**config.mk**
```make
export PLATFORM = sky130hd
export DESIGN_NAME = pipeline_ctrl
export DESIGN_NICKNAME = d
export VERILOG_FILES = /design/src/rtl/pipeline_ctrl_pkg.sv /design/src/rtl/pipeline_ctrl_fwd_unit.sv /design/src/rtl/pipeline_ctrl.sv
export SDC_FILE = /design/constraint.sdc
export NUM_CORES = 1
export LEC_CHECK = 0
export ABC_AREA = 0
export BUFFER_PORTS_ARGS = -buffer_cell sky130_fd_sc_hd__buf_2
export CORE_UTILIZATION = 52
export CTS_BUF_LIST = sky130_fd_sc_hd__clkbuf_8
export DETAILED_ROUTE_END_ITERATION = 12
export HOLD_SLACK_MARGIN = 0.08
export PLACE_DENSITY = 0.81
export SYNTH_ARGS = -nofsm -noshare
export SYNTH_HDL_FRONTEND = slang
export SYNTH_SLANG_ARGS = --single-unit
```
**constraint.sdc**
```tcl
create_clock -name clk -period 2.75 [get_ports clk]
set_clock_uncertainty 0.2 [all_clocks]
set_input_delay 0.55 -clock clk [delete_from_list [all_inputs] [get_ports clk]]
set_output_delay 0.55 -clock clk [all_outputs]
set_load 0.05 [all_outputs]
```
**src/rtl/pipeline_ctrl_pkg.sv**
```systemverilog
// Shared definitions for the pipeline hazard/sequencing controller.
//   NOTLOAD      : e_info_load code meaning "the E instruction is not a load"
//   state_e      : controller FSM states (RUN, LDUSE, MEMWAIT, REDIRECT)
//   FWD_*        : operand select codes driven on fwd1/fwd2
package pipeline_ctrl_pkg;

    localparam logic [2:0] NOTLOAD = 3'b000;

    typedef enum logic [1:0] {
        ST_RUN      = 2'd0,
        ST_LDUSE    = 2'd1,
        ST_MEMWAIT  = 2'd2,
        ST_REDIRECT = 2'd3
    } state_e;

    localparam logic [1:0] FWD_RF = 2'd0;  // register file value
    localparam logic [1:0] FWD_M  = 2'd1;  // result leaving M
    localparam logic [1:0] FWD_W  = 2'd2;  // result leaving W

endpackage

```
**src/rtl/pipeline_ctrl_fwd_unit.sv**
```systemverilog
// Forwarding select for one source operand of the instruction in D.
//   rs_i            : source register number
//   e_dst_i/e_wr_i  : instruction now in E (will be in M when rs_i's owner is in E)
//   m_dst_i/m_wr_i  : M shadow (will be in W when rs_i's owner is in E)
//   sel_o           : FWD_M, FWD_W or FWD_RF; the nearer producer wins, x0 never forwards
module pipeline_ctrl_fwd_unit
    import pipeline_ctrl_pkg::*;
#(
    parameter int W = 5
) (
    input  logic [W-1:0] rs_i,
    input  logic [W-1:0] e_dst_i,
    input  logic         e_wr_i,
    input  logic [W-1:0] m_dst_i,
    input  logic         m_wr_i,
    output logic [1:0]   sel_o
);

    always_comb begin
        sel_o = FWD_RF;
        if (rs_i != '0) begin
            if (e_wr_i && (e_dst_i == rs_i)) begin
                sel_o = FWD_M;
            end else if (m_wr_i && (m_dst_i == rs_i)) begin
                sel_o = FWD_W;
            end
        end
    end

endmodule

```
**src/rtl/pipeline_ctrl.sv**
```systemverilog
// Hazard and sequencing controller for a 5-stage RV32I pipeline (F, D, E, M, W).
// Inputs : clk, rst_n (async, active low), D-stage source regs and use flags,
//          E-stage destination/write/load info, branch_taken from E,
//          data-memory handshake from M (mem_req, mem_ready).
// Outputs: hold_pc, hold_ir, hold_ex, bubble (decoder flush), registered
//          forwarding selects fwd1/fwd2, busy_state (registered FSM state).
// Event priority each cycle: memory wait, then taken branch, then load-use.
module pipeline_ctrl
    import pipeline_ctrl_pkg::*;
#(
    parameter int BRANCH_PENALTY = 2,
    parameter int XLEN_REG       = 5
) (
    input  logic                clk,
    input  logic                rst_n,
    input  logic [XLEN_REG-1:0] d_rs1,
    input  logic [XLEN_REG-1:0] d_rs2,
    input  logic                d_use_rs1,
    input  logic                d_use_rs2,
    input  logic [XLEN_REG-1:0] e_dst,
    input  logic                e_write_reg,
    input  logic [2:0]          e_info_load,
    input  logic                branch_taken,
    input  logic                mem_req,
    input  logic                mem_ready,
    output logic                hold_pc,
    output logic                hold_ir,
    output logic                hold_ex,
    output logic                bubble,
    output logic [1:0]          fwd1,
    output logic [1:0]          fwd2,
    output logic [1:0]          busy_state
);

    // Counter holds the number of REDIRECT cycles still to run.
    localparam logic [1:0] CNT_INIT = 2'(BRANCH_PENALTY - 1);

    state_e              state_q, state_d;
    state_e              saved_q, saved_d;   // state to resume after a memory wait
    state_e              eff_state;
    logic [1:0]          cnt_q, cnt_d;
    logic [XLEN_REG-1:0] m_dst_q, m_dst_d, w_dst_q, w_dst_d;
    logic                m_wr_q, m_wr_d, w_wr_q, w_wr_d;
    logic [1:0]          fwd1_q, fwd2_q, fwd1_d, fwd2_d;

    logic memwait, br_take, ld_hazard, ld_use;
    logic hold_pc_c, hold_ir_c, hold_ex_c, bubble_c;

    // While waiting on memory, everything behaves as the state we came from.
    assign eff_state = (state_q == ST_MEMWAIT) ? saved_q : state_q;

    assign memwait   = mem_req && !mem_ready;
    // A branch inside REDIRECT belongs to a bubble and is ignored.
    assign br_take   = branch_taken && !memwait && (eff_state != ST_REDIRECT);
    assign ld_hazard = (e_info_load != NOTLOAD) && e_write_reg && (e_dst != '0) &&
                       ((d_use_rs1 && (d_rs1 == e_dst)) || (d_use_rs2 && (d_rs2 == e_dst)));
    assign ld_use    = ld_hazard && !memwait && !br_take && (eff_state == ST_RUN);

    // State register
    always_ff @(posedge clk or negedge rst_n) begin
        if (!rst_n) begin
            state_q <= ST_RUN;
            saved_q <= ST_RUN;
            cnt_q   <= 2'd0;
        end else begin
            state_q <= state_d;
            saved_q <= saved_d;
            cnt_q   <= cnt_d;
        end
    end

    // Next-state logic
    always_comb begin
        state_d = state_q;
        saved_d = saved_q;
        cnt_d   = cnt_q;
        if (memwait) begin
            state_d = ST_MEMWAIT;
            if (state_q != ST_MEMWAIT) begin
                saved_d = state_q;
            end
        end else if (br_take) begin
            cnt_d   = CNT_INIT;
            state_d = (CNT_INIT == 2'd0) ? ST_RUN : ST_REDIRECT;
        end else begin
            case (eff_state)
                ST_REDIRECT: begin
                    cnt_d   = (cnt_q == 2'd0) ? 2'd0 : cnt_q - 2'd1;
                    state_d = (cnt_q <= 2'd1) ? ST_RUN : ST_REDIRECT;
                end
                ST_RUN:  state_d = ld_use ? ST_LDUSE : ST_RUN;
                default: state_d = ST_RUN;
            endcase
        end
    end

    // Output logic
    always_comb begin
        hold_pc_c = 1'b0;
        hold_ir_c = 1'b0;
        hold_ex_c = 1'b0;
        bubble_c  = 1'b0;
        if (memwait) begin
            hold_pc_c = 1'b1;
            hold_ir_c = 1'b1;
            hold_ex_c = 1'b1;
        end else if (br_take || (eff_state == ST_REDIRECT)) begin
            bubble_c  = 1'b1;
        end else if (ld_use) begin
            hold_pc_c = 1'b1;
            hold_ir_c = 1'b1;
            bubble_c  = 1'b1;
        end
    end

    // Reset forces a flush into E and releases every hold.
    assign hold_pc    = hold_pc_c && rst_n;
    assign hold_ir    = hold_ir_c && rst_n;
    assign hold_ex    = hold_ex_c && rst_n;
    assign bubble     = bubble_c || !rst_n;
    assign busy_state = state_q;

    // Shadow pipeline of destinations; a bubble cycle hands a NOP to M.
    always_comb begin
        m_dst_d = m_dst_q;
        m_wr_d  = m_wr_q;
        w_dst_d = w_dst_q;
        w_wr_d  = w_wr_q;
        if (!hold_ex_c) begin
            m_dst_d = bubble_c ? '0 : e_dst;
            m_wr_d  = e_write_reg && !bubble_c;
            w_dst_d = m_dst_q;
            w_wr_d  = m_wr_q;
        end
    end

    always_ff @(posedge clk or negedge rst_n) begin
        if (!rst_n) begin
            m_dst_q <= '0;
            m_wr_q  <= 1'b0;
            w_dst_q <= '0;
            w_wr_q  <= 1'b0;
        end else begin
            m_dst_q <= m_dst_d;
            m_wr_q  <= m_wr_d;
            w_dst_q <= w_dst_d;
            w_wr_q  <= w_wr_d;
        end
    end

    // W shadow is kept for debug probing only; nothing downstream reads it.
    logic unused_w_shadow;
    assign unused_w_shadow = ^{w_dst_q, w_wr_q};

    pipeline_ctrl_fwd_unit #(.W(XLEN_REG)) u_fwd1 (
        .rs_i    (d_rs1),
        .e_dst_i (e_dst),
        .e_wr_i  (e_write_reg),
        .m_dst_i (m_dst_q),
        .m_wr_i  (m_wr_q),
        .sel_o   (fwd1_d)
    );

    pipeline_ctrl_fwd_unit #(.W(XLEN_REG)) u_fwd2 (
        .rs_i    (d_rs2),
        .e_dst_i (e_dst),
        .e_wr_i  (e_write_reg),
        .m_dst_i (m_dst_q),
        .m_wr_i  (m_wr_q),
        .sel_o   (fwd2_d)
    );

    // Selects travel with the D instruction into E.
    always_ff @(posedge clk or negedge rst_n) begin
        if (!rst_n) begin
            fwd1_q <= FWD_RF;
            fwd2_q <= FWD_RF;
        end else if (!hold_ir_c) begin
            fwd1_q <= fwd1_d;
            fwd2_q <= fwd2_d;
        end
    end

    assign fwd1 = fwd1_q;
    assign fwd2 = fwd2_q;

endmodule

```
### Word level (Yosys, flattened, before mapping)

Index checks and enable logic that the tools add are counted.

| storage, ports and cells | value |
|---|---|
| bits in registers | 16 |
| latch bits | 0 |
| RAM bits | 0 |
| bits in read-only memories | 0 |
| input bits | 26 |
| output and inout bits | 10 |
| word-level logic and storage cells | 77 |
| memories kept | 0 |

| cells by class | value |
|---|---|
| add/subtract/negate cells | 1 |
| multipliers | 0 |
| div/mod/pow operators | 0 |
| order comparisons | 1 |
| equality and inequality tests | 10 |
| shifts and indexed selects | 0 |
| muxes and demuxes | 22 |
| bitwise operators | 1 |
| reduce and logical (&&, ||, !) cells | 35 |

Operator list:

| cell | count |
|---|---|
| equality test 5 bit | 6 |
| two-way mux 2 bit | 13 |
| logical AND 1 bit | 18 |
| nonzero test 5 bit | 3 |
| two-way mux 1 bit | 7 |
| logical NOT 1 bit | 5 |
| two-way mux 5 bit | 1 |
| equality test 2 bit, second input constant | 2 |
| logical NOT 2 bit | 2 |
| inequality test 2 bit, second input constant | 2 |
| one-hot mux 2 bit (2 select lines) | 1 |
| AND reduction 2 bit | 2 |
| logical OR 1 bit | 3 |
| nonzero test 3 bit | 1 |
| <= comparator 2 x 1 -> 1 bit, second input constant | 1 |
| nonzero test 2 bit | 1 |
| subtractor 2 x 1 -> 2 bit, second input constant | 1 |
| NOT 1 bit | 1 |

### Logic depth before layout (Yosys ltp)

| logic depth | value |
|---|---|
| depth in word-level cells | 13 |
| depth in mapped cells | 10 |
| mapped depth without buffers | 9 |

### Modules after synthesis

A second synthesis with hierarchy kept.

| unflattened totals | value |
|---|---|
| cells, all modules | 117 |
| area, all modules | 1134.8 um^2 |

Modules (own cells, without submodules):

| module | times used | cells an instance | area each (um^2) | seq. area each (um^2) |
|---|---|---|---|---|
| pipeline_ctrl | 1 | 81 | 864.6 | 400.4 |
| pipeline_ctrl_fwd_unit | 2 | 18 | 135.1 | 0.0 |

### Worst setup path before layout

Ideal clock, no wire load.

| path | value |
|---|---|
| kind | reg-to-output |
| start point | reg state_q[1], in the netlist busy_state[1] |
| end point | out hold_pc |
| arrival | 2739 ps |
| required time | 2000 ps |
| slack | -739 ps |
| cell stages (with the launch flop) | 11 |
| path buffers | 1 |
| cells stage by stage | dfrtp_1 -> a21oi_1 -> inv_1 -> ha_1 -> nand2b_1 -> nand4_1 -> nor3_1 -> o21ai_2 -> o31a_4 -> and2b_1 -> buf_4 |

| on the way | value |
|---|---|
| cells in the longest elaborated chain, start to end | 11 |
| elaborated cells on any way between the ends | 14 |
| those cells by class | eq/ne (3); mux (4); reduce/logical (7) |

Ends and longest elaborated chain:

| what | line | text |
|---|---|---|
| start: declaration | pipeline_ctrl.sv:38 | `state_e state_q, state_d;` |
| start signal: assignment | pipeline_ctrl.sv:66 | `state_q <= state_d;` |
| equality test 2 bit | pipeline_ctrl.sv:50 | `assign eff_state = (state_q == ST_MEMWAIT) ? saved_q : state_q;` |
| two-way mux 2 bit * | pipeline_ctrl.sv:50 |  |
| inequality test 2 bit | pipeline_ctrl.sv:54 | `assign br_take = branch_taken && !memwait && (eff_state != ST_REDIRECT);` |
| logical AND 1 bit | pipeline_ctrl.sv:54 |  |
| logical NOT 1 bit | pipeline_ctrl.sv:57 | `assign ld_use = ld_hazard && !memwait && !br_take && (eff_state == ST_RUN);` |
| logical AND 1 bit (2 in a row) | pipeline_ctrl.sv:57 |  |
| two-way mux 1 bit | n/a |  |
| two-way mux 1 bit * (2 in a row) | n/a |  |
| logical AND 1 bit * | n/a |  |
| end: declaration | pipeline_ctrl.sv:26 | `output logic hold_pc,` |

Mark *: on every way between the ends. The rest lies on a longest branch, timed or not.

### Worst setup path after layout

| path | value |
|---|---|
| start point | reg state_q[1], in the netlist busy_state[1] |
| end point | out hold_ir |

| on the way | value |
|---|---|
| cells in the longest elaborated chain, start to end | 11 |
| elaborated cells on any way between the ends | 14 |
| those cells by class | eq/ne (3); mux (4); reduce/logical (7) |

Ends and longest elaborated chain:

| what | line | text |
|---|---|---|
| equality test 2 bit | pipeline_ctrl.sv:50 |  |
| two-way mux 2 bit * | pipeline_ctrl.sv:50 |  |
| inequality test 2 bit | pipeline_ctrl.sv:54 |  |
| logical AND 1 bit | pipeline_ctrl.sv:54 |  |
| logical NOT 1 bit | pipeline_ctrl.sv:57 |  |
| logical AND 1 bit (2 in a row) | pipeline_ctrl.sv:57 |  |
| two-way mux 1 bit | pipeline_ctrl.sv:109 | `end else if (ld_use) begin` |
| two-way mux 1 bit * | pipeline_ctrl.sv:107 | `end else if (br_take \|\| (eff_state == ST_REDIRECT)) begin` |
| two-way mux 1 bit * | pipeline_ctrl.sv:103 | `if (memwait) begin` |
| logical AND 1 bit * | pipeline_ctrl.sv:118 | `assign hold_ir = hold_ir_c && rst_n;` |
| end: declaration | pipeline_ctrl.sv:27 | `output logic hold_ir,` |

Marked as above.

==> out/qor.csv <==
stage,metric,value,unit
status,status,finished with violations,
status,failing checks,setup timing,
drt,ANT nets after route,0,
setup_path,crit end category,output port,
setup_path,Critical Path RT,2.00,ns
global_routing,largest net degree at the start of global routing,11,
setup_path,Worst R2R Setup Slack,0.33,ns
drt,Vias/cell,5.66,
clocking,"Clk pin slew, worst setup/hold paths",0.07,ns
synthesis,post-synthesis cell count,113,
layout,number of fill cells,123,
placement,Post-Place Worst Slack,-0.201,ns
power,power per cell area,475,nW/um^2
hold_path,Hold Path End,fwd1[1],
synthesis,post-synth top area cell,dfrtp_1,
setup_path,reg-to-reg critical path endpoint,m_dst_q[4],
sta,WHS,0.306,ns
synthesis,sequential share of the synthesized area,0.364,
sta,Tcrit/Tclk final,1.08,
sta,fin. max-slew vios,0,
synthesis,Seq cells post-synth,16,
global_routing,GR Layer Usage met2,0.519,
clocking,CTS tree,done,
clocking,CTS H-tree depth,1,
layout,layout cell share with drive strength beyond 1,0.452,
synthesis,"Cell Area, Synth",1100,um^2
floorplanning,# IOs,36,
global_routing,initial antenna violation count,0,
layout,area delta synth->final,42.9,%
synthesis,"Avg Cell Area, Syn",9.72,um^2
sta,RSZ-0062 raised after global routing,yes,
floorplanning,num rows,16,
setup_path,crit start category,flop,
setup_path,Worst Reg-to-Reg Cells,11,
setup_path,Top delay family on crit path,simple AND/OR/NAND/NOR gates,
setup_path,"Max stage delay cell, worst path",dfrtp_2,
placement,dpl hpwl,2.34,mm
drt,Routed WL,3.18,mm
power,Max VDD drop,0.000407,V
global_routing,grt met3 use,0.0566,
global_routing,global-route wire length before repair,4.73,mm
power,P_leak,0.739,nW
global_routing,GR Overflow Total,0,
sta,Least-Margin Pin Slew,0.426,ns
hold_path,worst hold start,fwd1[1],
clocking,Max Root-Sink Buffers,2,
synthesis,"Distinct cells, synth",38,
run,Max-cap violations,0,
synthesis,syn nets,141,
synthesis,Synth top area share,0.364,
sta,Hold Fails Final Rpt,0,
synthesis,ranking of synthesized cells by area,"dfrtp_1, xnor2_1, a22o_1",
sta,Final Critical Period,2.97,ns
setup_path,crit path buf inv count,1,
sta,setup ws final,-0.216,ns
sta,Slew Limit Headroom,0.715,
drt,wire length per cell,16.3,um
floorplanning,Die Footprint,2300,um^2
sta,max frequency,0.337,GHz
clocking,CTS Root Cell,clkbuf_8,
global_routing,GRT Total Usage,0.307,
drt,DRC Markers,0,
drt,First-pass DRT Iterations,4,
layout,final core utilization,0.792,
setup_path,Max stage delay on crit path,0.40,ns
clocking,total CTS buffers,3,
floorplanning,Die Wd,48.0,um
floorplanning,Starting Density,0.554,
clocking,# clock sinks,16,
synthesis,Ys Warns,0,
setup_path,Worst Setup Path Type,flop to output port,
hold_path,Hold WC Path Type,flop to flop,
global_routing,vias in the first global route,1030,
setup_path,worst path cell trace,o21a_1 > ha_4 > nand2b_4 > nand4_1 > nor3_2 > o21ai_2 > o31a_4 > and2b_4 > buf_6,
floorplanning,die height,48.0,um
placement,PortBufs,35,
floorplanning,core region area,1980,um^2
drt,Vias,1103,
setup_path,Crit Reg-Reg Startpoint,busy_state[1],
setup_path,Crit Path Max Fanout,5,
placement,Final Wtd Congestion,0.960,
setup_path,Critical Path Stages,9,
hold_path,Hold Path Stages,1,
layout,fin nets,197,
drt,1st-iter DRT viols,23,
sta,final setup fails,2,
layout,Antenna Cells,0,
global_routing,met1 GRT Util,0.379,
global_routing,GR peak layer,met2,
setup_path,crit path DAT,2.22,ns
clocking,"Clk Latency, worst-skew pair",0.26,ns
-- sequential cells by signal (all words and copies together) (netlist names) --
| name | cells |
|---|---|
| cnt_q | 2 |
| m_dst_q | 5 |
| m_wr_q | 1 |
| fwd1 | 2 |
| busy_state | 2 |
| saved_q | 2 |
| fwd2 | 2 |
-- cells in the final DEF, fill, tap and decap left out, drive strengths merged, types with 3 or more instances in the layout --
cell,n
or4,3
clkbuf,4
a21oi,4
mux2,3
a22o,6
nor2b,5
nand2b,4
nor2,11
buf,52
o21ai,3
xnor2,14
nand4,3
inv,4
dfrtp,16
nand2,9
-- routing by layer --
layer / part of all wire / vias to the layer above / wire length [um]
met5: 0 / - / 0
met4: 0.019 / 0 / 60
met3: 0.064 / 10 / 204
met2: 0.52 / 57 / 1650
met1: 0.40 / 527 / 1260
li1: - / 509 / -
-- timing repair --
item	in CTS	in global routing
setup endpoints to repair	3	3
pin swaps	1	3
hold buffers	2	0
endpoints found under the hold margin	6	0
gates cloned	0	0
buffers inserted	2	3
resized for setup	5	8
-- stage by stage --
step / area [um^2] / instances / TNS [ns] / total power, mW
floorplan: 1140 / 113 / -0.261 / 0.434
detailed placement: 1420 / 185 / -0.428 / 0.516
finish: 1570 / 195 / -0.432 / 0.746
global route: 1570 / 195 / -0.589 / 0.781
global placement: 1420 / 185 / -0.401 / 0.504
CTS: 1530 / 193 / -0.578 / 0.738
-- kinds of logic (layout without fill, tap and decap cells) --
group / Yosys count / after routing / synth area share
AO/OA/AOI/OAI: 20 / 20 / 0.163
XOR/XNOR: 16 / 16 / 0.128
adder cells (fa/ha/maj): 2 / 2 / 0.0228
buffers and inverters: 7 / 62 / 0.0285
flip-flops: 16 / 16 / 0.364
multiplexers: 4 / 4 / 0.0501
AND/OR/NAND/NOR: 48 / 48 / 0.244
-- report_power, final --
part / internal [mW] / switching [mW] / total (mW)
clock network: 0.127 / 0.0883 / 0.216
registers: 0.263 / 0.0255 / 0.288
logic: 0.110 / 0.133 / 0.243
total: 0.500 / 0.246 / 0.746
-- layout make-up --
cell class	count	area (um^2)	area share
well taps	27	33.8	0.0215
multi-input cells	90	712	0.453
flip-flops and latches	16	403	0.257
clock buffers	4	55.1	0.0351
repair buffers	54	352	0.224
inverters	4	15.0	0.00956
-- Yosys cell counts (all sizes together) --
library cell	n
dfrtp	16
xnor2	14
nor2	11
nand2	9
a22o	6
nor2b	5
a21oi	4
inv	4
nand2b	4
mux2	3
nand4	3
o21ai	3
or4	3
and4	2
buf	2
ha	2
nand3	2
nor3	2
nor4	2
xor2	2
a2111oi	1
a21boi	1
a21o	1
and2	1
and2b	1
and3	1
clkbuf	1
mux2i	1
nand3b	1
o2111a	1
o211ai	1
o21a	1
o31a	1
or2b	1
-- worst max path at each step --
| stage | startpoint | to |
|---|---|---|
| 5_1_grt | busy_state[1] | hold_ir |
| 3_5_place_dp | e_dst[3] | hold_pc |
| 2_1_floorplan | busy_state[1] | hold_pc |
| 6_report | busy_state[1] | hold_ir |
| 4_1_cts | busy_state[1] | hold_pc |
| 3_3_place_gp | e_dst[3] | hold_pc |
No activity file was read; power rests on OpenSTA's default activity.
